### config.mk
export PLATFORM = sky130hd
export DESIGN_NAME = fifo_led_pacer
export DESIGN_NICKNAME = d
export VERILOG_FILES = /design/src/rtl/fifo_led_pacer.sv
export SDC_FILE = /design/constraint.sdc
export NUM_CORES = 1
export LEC_CHECK = 0
export ABC_AREA = 1
export ABC_CLOCK_PERIOD_IN_PS = 4430
export CORE_UTILIZATION = 40
export DETAILED_ROUTE_END_ITERATION = 6
export HOLD_SLACK_MARGIN = 0.15
export MAX_ROUTING_LAYER = met4
export PLACE_DENSITY_LB_ADDON = 0.25
export SKIP_CTS_REPAIR_TIMING = 1
export SLEW_MARGIN = 20
export SYNTH_ARGS = -nofsm -noshare
export SYNTH_HDL_FRONTEND = slang
export SYNTH_SLANG_ARGS = --single-unit
### constraint.sdc
create_clock -name clk -period 4.43 [get_ports clk]
set_clock_uncertainty 0.2 [all_clocks]
set_input_delay 0.886 -clock clk [delete_from_list [all_inputs] [get_ports clk]]
set_output_delay 0.886 -clock clk [all_outputs]
set_load 0.05 [all_outputs]
### src/rtl/fifo_led_pacer.sv
// ---------------------------------------------------------------------------
// fifo_led_pacer
//
// Purpose:
//   Drains a FIFO onto the board LEDs at human speed. Every edge (rising or
//   falling) of the slow divider toggle tick_in is one display step. On a
//   step the pacer pops one word, waits RD_LATENCY clk cycles for the read
//   data, latches it onto led and keeps it there for HOLD_TICKS steps. The
//   step that ends a hold immediately pops the next word if one is
//   available. A step that finds the FIFO empty is an underrun.
//
// Parameters:
//   DATA_W      width of FIFO data and LED bus
//   RD_LATENCY  clk cycles from fifo_rd_en high to valid fifo_dout (1..4)
//   HOLD_TICKS  display steps each word stays on led (1..255)
//
// Ports:
//   clk           system clock
//   rst           synchronous, active-high reset
//   tick_in       slow toggle from the clock divider (clk-synchronous)
//   fifo_empty    FIFO empty flag
//   fifo_dout     FIFO read data
//   fifo_rd_en    FIFO pop strobe, one clk cycle per word
//   led           currently displayed word
//   busy          high whenever the FSM is not idle
//   underrun_cnt  saturating count of steps that found the FIFO empty
//
// Build option:
//   UNDERRUN_CNT_EN  when defined, underrun_cnt is a live saturating
//                    counter; otherwise it is tied to zero.
//
// State table:
//   IDLE | waiting for a step; led shows the last word (or 0 after reset)
//   RD   | fifo_rd_en high for this single cycle
//   WAIT | counting down the FIFO read latency, then latch fifo_dout
//   SHOW | word on led; each step burns one hold count
// ---------------------------------------------------------------------------
module fifo_led_pacer #(
    parameter int DATA_W     = 4,
    parameter int RD_LATENCY = 1,
    parameter int HOLD_TICKS = 1
) (
    input  logic              clk,
    input  logic              rst,
    input  logic              tick_in,
    input  logic              fifo_empty,
    input  logic [DATA_W-1:0] fifo_dout,
    output logic              fifo_rd_en,
    output logic [DATA_W-1:0] led,
    output logic              busy,
    output logic [7:0]        underrun_cnt
);

    typedef enum logic [1:0] {
        IDLE = 2'd0,
        RD   = 2'd1,
        WAIT = 2'd2,
        SHOW = 2'd3
    } state_t;

    localparam logic [1:0] LAT_INIT  = 2'(RD_LATENCY - 1);
    localparam logic [7:0] HOLD_INIT = 8'(HOLD_TICKS);

    state_t      state;
    state_t      state_nx;
    logic        rd_en_nx;
    logic        busy_nx;
    logic        tick_q;
    logic        step;
    logic        hold_last;
    logic        data_ready;
    logic [1:0]  lat_cnt;
    logic [7:0]  hold_cnt;

    // tick_q follows tick_in even during reset so releasing reset never
    // produces a phantom step.
    always_ff @(posedge clk) begin
        tick_q <= tick_in;
    end

    assign step       = tick_in ^ tick_q;
    // The step that would take hold_cnt to zero ends the hold. The <= guards
    // against a zero count ever stalling the FSM in SHOW.
    assign hold_last  = (hold_cnt <= 8'd1);
    assign data_ready = (lat_cnt == 2'd0);

    // ------------------------------------------------------------------
    // State register (outputs are registered alongside the state)
    // ------------------------------------------------------------------
    always_ff @(posedge clk) begin
        if (rst) begin
            state      <= IDLE;
            fifo_rd_en <= 1'b0;
            busy       <= 1'b0;
        end else begin
            state      <= state_nx;
            fifo_rd_en <= rd_en_nx;
            busy       <= busy_nx;
        end
    end

    // ------------------------------------------------------------------
    // Next-state logic
    // ------------------------------------------------------------------
    always_comb begin
        state_nx = state;
        unique case (state)
            IDLE: begin
                if (step && !fifo_empty) begin
                    state_nx = RD;
                end
            end
            RD: begin
                state_nx = WAIT;
            end
            WAIT: begin
                if (data_ready) begin
                    state_nx = SHOW;
                end
            end
            SHOW: begin
                if (step && hold_last) begin
                    state_nx = fifo_empty ? IDLE : RD;
                end
            end
            default: begin
                state_nx = IDLE;
            end
        endcase
    end

    // ------------------------------------------------------------------
    // Output logic: computed from the next state so the registered
    // outputs line up with the state they describe.
    // ------------------------------------------------------------------
    always_comb begin
        rd_en_nx = (state_nx == RD);
        busy_nx  = (state_nx != IDLE);
    end

    // ------------------------------------------------------------------
    // Datapath: latency timer, hold timer, LED register
    // ------------------------------------------------------------------
    always_ff @(posedge clk) begin
        if (rst) begin
            lat_cnt <= 2'd0;
        end else if (state == RD) begin
            lat_cnt <= LAT_INIT;
        end else if (state == WAIT && !data_ready) begin
            lat_cnt <= lat_cnt - 2'd1;
        end
    end

    always_ff @(posedge clk) begin
        if (rst) begin
            hold_cnt <= 8'd0;
        end else if (state == WAIT && data_ready) begin
            hold_cnt <= HOLD_INIT;
        end else if (state == SHOW && step && hold_cnt != 8'd0) begin
            hold_cnt <= hold_cnt - 8'd1;
        end
    end

    // A word popped just before a reset is dropped: reset forces IDLE, so
    // the WAIT-state capture below never happens for it.
    always_ff @(posedge clk) begin
        if (rst) begin
            led <= '0;
        end else if (state == WAIT && data_ready) begin
            led <= fifo_dout;
        end
    end

    // ------------------------------------------------------------------
    // Underrun counter
    // ------------------------------------------------------------------
`ifdef UNDERRUN_CNT_EN
    logic underrun_step;

    // Same conditions the FSM uses to decide between popping and idling;
    // steps landing in RD or WAIT are deliberately not counted.
    assign underrun_step = step && fifo_empty &&
                           ((state == IDLE) || (state == SHOW && hold_last));

    always_ff @(posedge clk) begin
        if (rst) begin
            underrun_cnt <= 8'd0;
        end else if (underrun_step && underrun_cnt != 8'hFF) begin
            underrun_cnt <= underrun_cnt + 8'd1;
        end
    end
`else
    assign underrun_cnt = 8'd0;
`endif

endmodule

# Word-level counts from Yosys, hierarchy flattened
# Cells that the tools add are included.
# word_totals
elab_cells	38
register_bits	19
output_inout_bits	14
# op_classes
n_mux	7
add_sub_neg	2
n_reduce_logical	15
n_bitwise	1
eq_ne	4
n_lt_le_gt_ge	1
# op_table
op	n
8-bit by 1-bit less-or-equal comparator with 1-bit output, second input constant	1
2-bit one-hot mux with 4 select lines	1
8-bit nonzero test	1
8-bit by 1-bit subtractor with 8-bit output, second input constant	1
1-bit logical AND	6
2-bit two-way mux	3
2-bit by 1-bit equality test with 1-bit output, second input constant	2
2-bit equality test, second input constant	2
2-bit logical NOT	2
2-bit nonzero test	2
2-bit OR reduction	2
1-bit two-way mux	3
1-bit logical NOT	2
2-bit by 1-bit subtractor with 2-bit output, second input constant	1
1-bit bitwise XOR	1

# Longest topological paths before layout
# Gate-level depths: netlist (run 1).
# logic_depth
depth_word	5
mapped_depth	10
depth_no_buf	10

# Worst setup path after synthesis (run 1)
# Ideal clock, no wire load.
# synth_path
path_type	in2reg
startpoint	in tick_in
endpoint	reg hold_cnt[1]
path_buffers	0
t_arrival_ns	1.495
path_slack_ns	2.667
path_stages	7
setup_ns	0.068
path_cell_list	inv_1 nand2_1 nand3_2 clkinv_2 nand2_4 or2_1 a21oi_2
# synth_via
elab_chain_cells	3
# synth_lines
item	line	rtl
from (decl)	45	input logic tick_in,
1-bit bitwise XOR	81	assign step = tick_in ^ tick_q;
1-bit logical AND (2 in series)	159	end else if (state == SHOW && step && hold_cnt != 8'd0) begin
to (signal assigned)	160	hold_cnt <= hold_cnt - 8'd1;
to (decl)	73	logic [7:0] hold_cnt;
# Every way passes these cells.
# A chain may end at the register's enable or synchronous reset.

# Worst setup path in the final report (run 1)
# layout_path
startpoint	reg led[3]
endpoint	out led[3]
# layout_rtl
item	line	rtl
from (decl)	49	output logic [DATA_W-1:0] led,
from (signal assigned)	170	led <= fifo_dout;
# No word-level cell between the ends.

==> results by group, run 1 <==
Outcome
  – Outcome: finished clean

Setup path
  – FF-to-FF Start: hold_cnt[0]$_SDFFE_PP0P_
  – CP Launch Type: flop
  – Slowest stage cell, crit path: clkdlybuf4s50_1
  – R2R Setup Slk: 2.77 ns
  – Critical path required time: 3.34 ns
  – Largest delay contributor family on the critical path: buffers and inverters
  – Crit-path cells: clkdlybuf4s50_1
  – CP Max Fanout: 2
  – Crit path kind: flop to output pin
  – CP max stage delay: 0.81 ns
  – WP data arrival: ~1.5 ns
  – WP buf/inv: 1
  – Worst Setup End Kind: output pin
  – RR Endpoint: hold_cnt[0]$_SDFFE_PP0P_
  – R2R depth: 10

Global routing
  – GRT Total Usage: 0.154
  – Largest net degree at the start of global routing: 11
  – Grt ovf: 0
  – Global-route wire length before repair: between 3000 and 4000 um
  – Vias in the first global route: between 700 and 800
  – Initial antenna violation count: 0

Layout
  – Commonest non-fill, non-tap cell in the layout: nand2_1
  – Share of cells above drive strength 1: 0.118
  – Fillers: 235
  – Final nets: 173
  – Finished Core Util: 0.512
  – Most frequent cells in the layout: nand2_1 (34), dfxtp_1 (19), nor2_1 (17)
  – Area Overhead vs Synth: 15.5%
  – ANT cells: 0

Logic synthesis
  – Number of synthesis warnings: 0
  – Flop and latch count out of synthesis: 19
  – Mapped Area: 1020 um^2
  – Synth Area per Inst: 7.02 um^2
  – Yosys top cell by area: dfxtp_1
  – Seq/Total Area, Yosys: 0.373
  – Synth cell types: 24
  – Cell count after synthesis: between 100 and 150
  – Area share of the largest cell type after synthesis: 0.373
  – Largest cells by area after synthesis: dfxtp_1 (37%), nand2_1 (13%), nor2_1 (6.3%)

Min path
  – Min-delay src: led[1]$_SDFFE_PP0P_
  – Hold EP: led[1]$_SDFFE_PP0P_
  – Type of the most critical hold path: flop to flop
  – Worst Hold Depth: 2

STA
  – RSZ-0062 raised after global routing: no
  – Setup TNS: 0 ns
  – Finish-stage setup viols: 0
  – Actual slew at the worst max-slew pin: 0.499 ns
  – Fmax: 393 MHz
  – Max-slew headroom: 0.666
  – Min Tclk post-route: 2.54 ns
  – Period utilisation layout: 0.574
  – Fin. Hold Viols: 0
  – Slew Viols, Final: 0

Power
  – P per Cell Area: just over 300 nW/um^2
  – Static Leakage: about 0.54 nW
  – Peak supply drop: 0.239 mV

CTS
  – Number of buffers created by CTS: 3
  – CTS Root Cell: clkbuf_4
  – # clock sinks: 19
  – CTS tree: yes
  – Clk slew on worst S/H paths: 0.10 ns
  – CTS H-tree lvls: 1
  – Clk buf depth: 2
  – Clk_lat worst skew: just under 0.3 ns

Route
  – Drc violations: 0
  – Vias per std cell: 4.52
  – Final wirelength: 1700 um
  – Antenna-violating nets left: 0
  – DR pass1 iterations: 4
  – Avg WL per Cell: roughly 9 um
  – Initial DRC count: 15
  – Via count: 854

Floorplanning
  – Rows: 17
  – # IOs: 22
  – Die Span X: 52.5 um
  – Die Y-Extent: 52.5 um
  – Core area: 2300 um^2
  – Die footprint: 2750 um^2
  – Initial Util: 0.443

Placement
  – PortBufs: 13
  – GPL Wtd Cong: 0.826
  – Post-DP HPWL: around 1400 um

Run
  – Max Cap Viol: 0
[stage by stage]
step	power [mW]	setup slack (ns)	instances	area, um^2	hold slack [ns]
6_report	0.363	1.89	189	1180	0.274
5_1_grt	0.383	1.85	189	1180	0.304
4_1_cts	0.366	1.88	189	1180	0.279
3_5_place_dp	0.282	2.05	185	1150	0.260
3_3_place_gp	0.280	2.07	185	1150	0.255
2_1_floorplan	0.263	2.67	152	1040	0.243
[cells in the mapped netlist (all sizes together)]
library cell  count
a211oi            1
a21oi            12
buf               8
clkinv            1
conb              1
dfxtp            19
ha                3
inv              23
nand2            38
nand3             9
nor2             19
nor3              1
o21ai             3
o21bai            1
or2               2
xor2              4
[report_power, final]
part	leakage, nW	internal (mW)	switching [mW]	total (mW)
Sequential	0.155	0.179	0.00442	0.184
Combinational	0.366	0.0294	0.0640	0.0934
Clock	0.0150	0.0350	0.0506	0.0856
Total	0.536	0.244	0.119	0.363
[state kept, by name, indices dropped and copies added, names as in the netlist]
register,flops
state,2
lat_cnt,2
hold_cnt,8
led,4
fifo_rd_en,1
tick_q,1
busy,1
[worst max path at each step]
stage	from	end	cells past startpoint
2_1_floorplan	tick_in	hold_cnt[1]$_SDFFE_PP0P_	7
3_3_place_gp	tick_in	busy$_SDFF_PP0_	10
3_5_place_dp	tick_in	busy$_SDFF_PP0_	10
4_1_cts	led[3]$_SDFFE_PP0P_	led[3]	1
5_1_grt	led[0]$_SDFFE_PP0P_	led[0]	1
6_report	led[3]$_SDFFE_PP0P_	led[3]	1
[metal layers]
metal | vias to the layer above | wire (um) | global-route usage
li1 | 460 | - | -
met4 | 0 | 42 | 0.0833
met2 | 27 | 797 | 0.251
met1 | 363 | 771 | 0.175
met5 | - | 0 | -
met3 | 4 | 90 | 0.0319
[final cells by class]
cell class              count  area [um^2]  area share
clock buffers               4         26.3      0.0223
inverters                  24         91.3      0.0777
well taps                  28         35.0      0.0298
repair buffers             13          130       0.111
multi-input cells         101          513       0.436
flip-flops and latches     19          380       0.323
[logic make-up (layout without fill, tap and decap cells)]
logic type | count (synthesis) | count (layout) | share of synthesized area
simple gates | 69 | 69 | 0.311
buf+inv | 32 | 41 | 0.149
flops | 19 | 19 | 0.373
compound gates | 17 | 17 | 0.0921
xor+xnor | 4 | 4 | 0.0344
fa+ha+maj | 3 | 3 | 0.0369
other cells | 1 | 8 | 0.00368
(Power assumes the default switching activity.)
==> run 2, diff against run 1 <==
ABC_CLOCK_PERIOD_IN_PS = 2100   (was 4430)
clock period = 2.1 ns   (was 4.43 ns; I/O delays follow)
==> results by group, run 2 (synthesized netlist as in run 1, its figures left out) <==
STA
  – Finish-stage setup viols: 0 (unchanged)
  – Setup TNS: 0 ns (unchanged)
  – Min setup slack post-route: 0.0598 ns (-1.83 ns)
  – Period utilisation layout: 0.972
  – Fin. Hold Viols: 0 (unchanged)
  – Min Tclk post-route: 2.04 ns
  – Actual slew at the worst max-slew pin: 0.507 ns (+0.00807 ns)
  – Max-slew headroom: 0.661 (-0.00489)
  – RSZ-0062 raised after global routing: no
  – Fmax: 490 MHz
  – Slew Viols, Final: 0 (unchanged)

Min path
  – Hold EP: led[0]$_SDFFE_PP0P_
  – Worst Hold Depth: 2 (unchanged)
  – Min-delay src: led[0]$_SDFFE_PP0P_
  – Type of the most critical hold path: flop to flop

Layout
  – Final nets: 174 (+0.58%)
  – Share of cells above drive strength 1: 0.130 (+0.0116)
  – Fin cells: 190 (+0.53%)
  – Area Overhead vs Synth: 17.8%
  – ANT cells: 0 (unchanged)
  – Most frequent cells in the layout: nand2_1 (34), dfxtp_1 (19), nor2_1 (17)
  – Commonest non-fill, non-tap cell in the layout: nand2_1
  – Largest register by flop count: hold_cnt
  – Max reg flops: 8 (unchanged)
  – Post-route cell area: 1200 um^2 (+2.0%)
  – Registers with the most flip-flops: hold_cnt x8, led x4
  – Fillers: 238 (+1.3%)

Route
  – Drc violations: 0 (unchanged)
  – Antenna-violating nets left: 0 (unchanged)
  – Avg WL per Cell: 9.27 um (+3.0%)
  – Initial DRC count: 11 (-4)
  – Via count: 855 (+0.12%)
  – Final wirelength: 1760 um (+3.6%)
  – DR pass1 iterations: 3 (-1)
  – Vias per std cell: 4.50 (-0.41%)

Global routing
  – M3 GR Usage: 0.0522 (+0.0203)
  – Initial antenna violation count: 0 (unchanged)
  – Top Usage Layer GRT: met2
  – Global-route wire length before repair: 3140 um (+4.1%)
  – Largest net degree at the start of global routing: 13 (+2)
  – M2 GR Usage: 0.266 (+0.0148)
  – GRT Total Usage: 0.160 (+0.00585)
  – Vias in the first global route: 779 (+4.4%)
  – Grt ovf: 0 (unchanged)
  – Met1 Usage GRT: 0.185 (+0.00971)

Setup path
  – Crit path kind: flop to output pin
  – Critical path required time: 1.48 ns (-1.86 ns)
  – CP Max Fanout: 1 (-1)
  – CP max stage delay: 0.79 ns (-0.02 ns)
  – R2R Setup Slk: 0.44 ns (-2.33 ns)
  – Crit-path cells: clkdlybuf4s50_1
  – FF-to-FF Start: hold_cnt[0]$_SDFFE_PP0P_
  – CP Launch Type: flop
  – WP buf/inv: 1 (unchanged)
  – RR Endpoint: hold_cnt[4]$_SDFFE_PP0P_
  – R2R depth: 9 (-1)
  – Worst Setup End Kind: output pin
  – Slowest stage cell, crit path: clkdlybuf4s50_1
  – WP data arrival: 1.42 ns (-0.04 ns)
  – Largest delay contributor family on the critical path: buffers and inverters

Outcome
  – Outcome: finished clean

Placement
  – Placed cell count: 186 (+0.54%)
  – PortBufs: 13 (unchanged)
  – Post-DP HPWL: 1360 um (-0.24%)
  – DP Area: 1160 um^2 (+0.65%)
  – GPL Wtd Cong: 0.825 (-0.13%)
  – DP Worst Slack: 0.204 ns (-1.84 ns)

CTS
  – Clk slew on worst S/H paths: 0.12 ns (+0.02 ns)
  – Clk buf depth: 2 (unchanged)
  – Number of buffers created by CTS: 3 (unchanged)
  – CTS tree: yes
  – Clk_lat worst skew: 0.30 ns (about the same)
  – # clock sinks: 19 (unchanged)
  – CTS Root Cell: clkbuf_4
  – CTS H-tree lvls: 1 (unchanged)

Floorplanning
  – Initial Util: 0.443 (unchanged)
  – Die footprint: 2750 um^2 (unchanged)
  – Die Span X: 52.5 um (unchanged)
  – Rows: 17 (unchanged)
  – # IOs: 22 (unchanged)
  – Die Y-Extent: 52.5 um (unchanged)
  – Core area: 2300 um^2 (unchanged)

Power
  – Peak supply drop: 0.457 mV (+91%)
  – Total power: 775 uW (+110%)
  – Static Leakage: 0.625 nW (+17%)
  – P per Cell Area: 646 nW/um^2 (+110%)

Run
  – Max Cap Viol: 0 (unchanged)
-- run 2: cell count changes in the layout (fill, tap and decap cells not counted), sizes merged --
cell / before / now
buf: 0 / 1
clkbuf: 4 / 3
clkdlybuf4s50: 13 / 8
clkinvlp: 0 / 1
dlymetal6s2s: 0 / 5
-- run 2: how the worst max path moves through the flow --
stage | startpoint | to | cells past startpoint
after global placement | tick_in | busy$_SDFF_PP0_ | 10
after floorplan | hold_cnt[0]$_SDFFE_PP0P_ | hold_cnt[2]$_SDFFE_PP0P_ | 9
after detailed placement | tick_in | busy$_SDFF_PP0_ | 10
after global routing | fifo_rd_en$_SDFF_PP0_ | fifo_rd_en | 1
final | fifo_rd_en$_SDFF_PP0_ | fifo_rd_en | 1
after CTS | led[1]$_SDFFE_PP0P_ | led[1] | 1
-- run 2: per-layer routing --
layer  vias up  wire length (um)
li1        460                 -
met1       371               849
met2        22               808
met3         2                89
met4         0                14
met5         -                 0
-- run 2: area by class of cell --
cell class | instances | area, um^2 | share of cell area
inverter | 24 | 91.3 | 0.0761
multi-input combinational | 101 | 513 | 0.428
tap | 28 | 35.0 | 0.0292
clock buffer | 3 | 22.5 | 0.0188
clock inverter | 1 | 7.51 | 0.00626
sequential | 19 | 380 | 0.317
timing repair buffer | 14 | 150 | 0.125
-- run 2: where the power goes --
part,switching (mW),internal (mW)
Combinational,0.135,0.0623
Clock,0.117,0.0726
Sequential,0.00836,0.378
Total,0.261,0.513
-- run 2: through the flow --
step            util  hold slack, ns
6_report       0.522           0.274
5_1_grt        0.522           0.302
2_1_floorplan      -           0.243
3_3_place_gp   0.504           0.254
4_1_cts        0.517           0.278
3_5_place_dp   0.504           0.258
==> run 3, diff against run 2 <==
CORE_MARGIN = 2   (was unset)
CORE_UTILIZATION = 41   (was 40)
==> results by group, run 3 (synthesized netlist as in run 1, its figures left out) <==
CTS
  – CTS tree: yes
  – CTS Root Cell: clkbuf_4
  – Clk slew on worst S/H paths: 0.10 ns (-0.02 ns)
  – Number of buffers created by CTS: 3 (unchanged)
  – Clk_lat worst skew: 0.30 ns (about the same)
  – Clk buf depth: 2 (unchanged)
  – # clock sinks: 19 (unchanged)
  – CTS H-tree lvls: 1 (unchanged)

Run
  – Max Cap Viol: 0 (unchanged)

Layout
  – Fillers: 243 (+2.1%)
  – FF+latch area: 380 um^2 (unchanged)
  – Commonest non-fill, non-tap cell in the layout: nand2_1
  – Share of cells above drive strength 1: 0.130 (unchanged)
  – ANT cells: 0 (unchanged)
  – Most frequent cells in the layout: nand2_1 (34), dfxtp_1 (19), nor2_1 (17)
  – Max reg flops: 8 (unchanged)
  – Area Overhead vs Synth: 17.0%
  – Largest register by flop count: hold_cnt
  – Registers with the most flip-flops: hold_cnt x8, led x4
  – Final nets: 174 (unchanged)
  – Multi-input gate area: 513 um^2 (unchanged)
  – Post-route cell area: 1190 um^2 (-0.73%)

Route
  – Via count: 859 (+0.47%)
  – Avg WL per Cell: 9.59 um (+3.4%)
  – Vias per std cell: 4.47 (-0.58%)
  – DR pass1 iterations: 4 (+1)
  – Antenna-violating nets left: 0 (unchanged)
  – Initial DRC count: 8 (-3)
  – Final wirelength: 1840 um (+4.5%)
  – Drc violations: 0 (unchanged)

Setup path
  – Largest delay contributor family on the critical path: buffers and inverters
  – WP data arrival: 1.42 ns (about the same)
  – CP Max Fanout: 1 (unchanged)
  – Worst Setup End Kind: output pin
  – Slowest stage cell, crit path: clkdlybuf4s50_1
  – Critical path required time: 1.48 ns (about the same)
  – WP buf/inv: 1 (unchanged)
  – CP max stage delay: 0.80 ns (about the same)
  – CP Launch Type: flop
  – Crit path kind: flop to output pin
  – Crit-path cells: clkdlybuf4s50_1

Power
  – Sequential Power Share: 0.500 (about the same)
  – Peak supply drop: 0.434 mV (-4.9%)
  – Static Leakage: 0.596 nW (-4.6%)
  – Clk network pwr share: 0.242 (-0.003)
  – Psw: 260 uW (-0.53%)
  – Net Sw Frac: 0.335 (-0.00189)
  – Internal power: 515 uW (+0.31%)
  – Comb pwr share: 0.257 (+0.002)
  – P per Cell Area: 650 nW/um^2 (+0.76%)

Global routing
  – Vias in the first global route: 734 (-5.8%)
  – Grt ovf: 0 (unchanged)
  – Initial antenna violation count: 0 (unchanged)
  – GRT Total Usage: 0.149 (-0.0105)
  – Global-route wire length before repair: 3000 um (-4.4%)
  – Largest net degree at the start of global routing: 11 (-2)

STA
  – Setup TNS: 0 ns (unchanged)
  – Slew Viols, Final: 0 (unchanged)
  – Period utilisation layout: 0.973 (+0.00171)
  – Actual slew at the worst max-slew pin: 0.508 ns (+0.000760 ns)
  – Fin. Hold Viols: 0 (unchanged)
  – Min Tclk post-route: 2.04 ns (+0.00360 ns)
  – Fmax: 489 MHz (-0.18%)
  – Max-slew headroom: 0.661 (about the same)
  – Finish-stage setup viols: 0 (unchanged)
  – RSZ-0062 raised after global routing: no

Min path
  – Type of the most critical hold path: flop to flop

Floorplanning
  – Die footprint: 2900 um^2 (+5.3%)
  – Core area: 2410 um^2 (+4.9%)
  – Initial Util: 0.423 (-0.0207)
  – Rows: 18 (+1)
  – # IOs: 22 (unchanged)
  – Die Y-Extent: 53.8 um (+2.6%)
  – Die Span X: 53.8 um (+2.6%)

Placement
  – Post-DP HPWL: 1350 um (-0.27%)
  – PortBufs: 13 (unchanged)
  – GPL Wtd Cong: 0.848 (+2.8%)
  – DP Area: 1160 um^2 (unchanged)

Outcome
  – Outcome: finished clean
[run 3: changes by cell type in the layout (fill, tap and decap cells not counted)]
cell	previous run	this run
dlymetal6s2s_1	5	3
buf_4	1	2
clkbuf_1	0	1
clkdlybuf4s50_1	8	9
clkinvlp_4	1	0
[run 3: cell type report]
type / instances / share of cell area
multi-input cells: 101 / 0.431
repair buffers: 14 / 0.120
clock buffers: 4 / 0.0221
inverters: 24 / 0.0767
well taps: 30 / 0.0315
flip-flops and latches: 19 / 0.319
[run 3: worst paths after layout]
| check | start | slack, ns | to | depth (start not counted) |
|---|---|---|---|---|
| setup / recovery | fifo_rd_en$_SDFF_PP0_ | 0.06 | fifo_rd_en | 1 |
| hold / removal | lat_cnt[1]$_SDFFE_PP0P_ | 0.28 | lat_cnt[1]$_SDFFE_PP0P_ | 2 |
| setup reg to reg | hold_cnt[0]$_SDFFE_PP0P_ | 0.42 | hold_cnt[0]$_SDFFE_PP0P_ | 10 |
| hold reg to reg | lat_cnt[1]$_SDFFE_PP0P_ | 0.28 | lat_cnt[1]$_SDFFE_PP0P_ | 2 |
[run 3: power groups by stage]
stage                     Sequential [mW]  Clock [mW]  Combinational, mW
after detailed placement            0.396           0              0.199
after global routing                0.391       0.208              0.218
after CTS                           0.388       0.195              0.200
final                               0.388       0.188              0.199
after global placement              0.395           0              0.198
after floorplan                     0.431           0              0.123
[run 3: stage by stage]
stage               hold WS [ns]  setup slack [ns]  total power, mW   util  instances
finish                     0.275            0.0562            0.775  0.494        192
global route               0.309           0.00716            0.816  0.494        192
CTS                        0.275           0.00355            0.784  0.491        192
detailed placement         0.256             0.210            0.595  0.480        188
global placement           0.250             0.232            0.593  0.480        188
floorplan                  0.243             0.619            0.554      -        152
[run 3: routing by layer]
| layer | share of wire | wire, um | global-route usage |
|---|---|---|---|
| met4 | 0.020 | 36 | 0.0769 |
| met2 | 0.48 | 875 | 0.238 |
| met3 | 0.044 | 81 | 0.0333 |
| met5 | 0 | 0 | - |
| met1 | 0.46 | 847 | 0.175 |
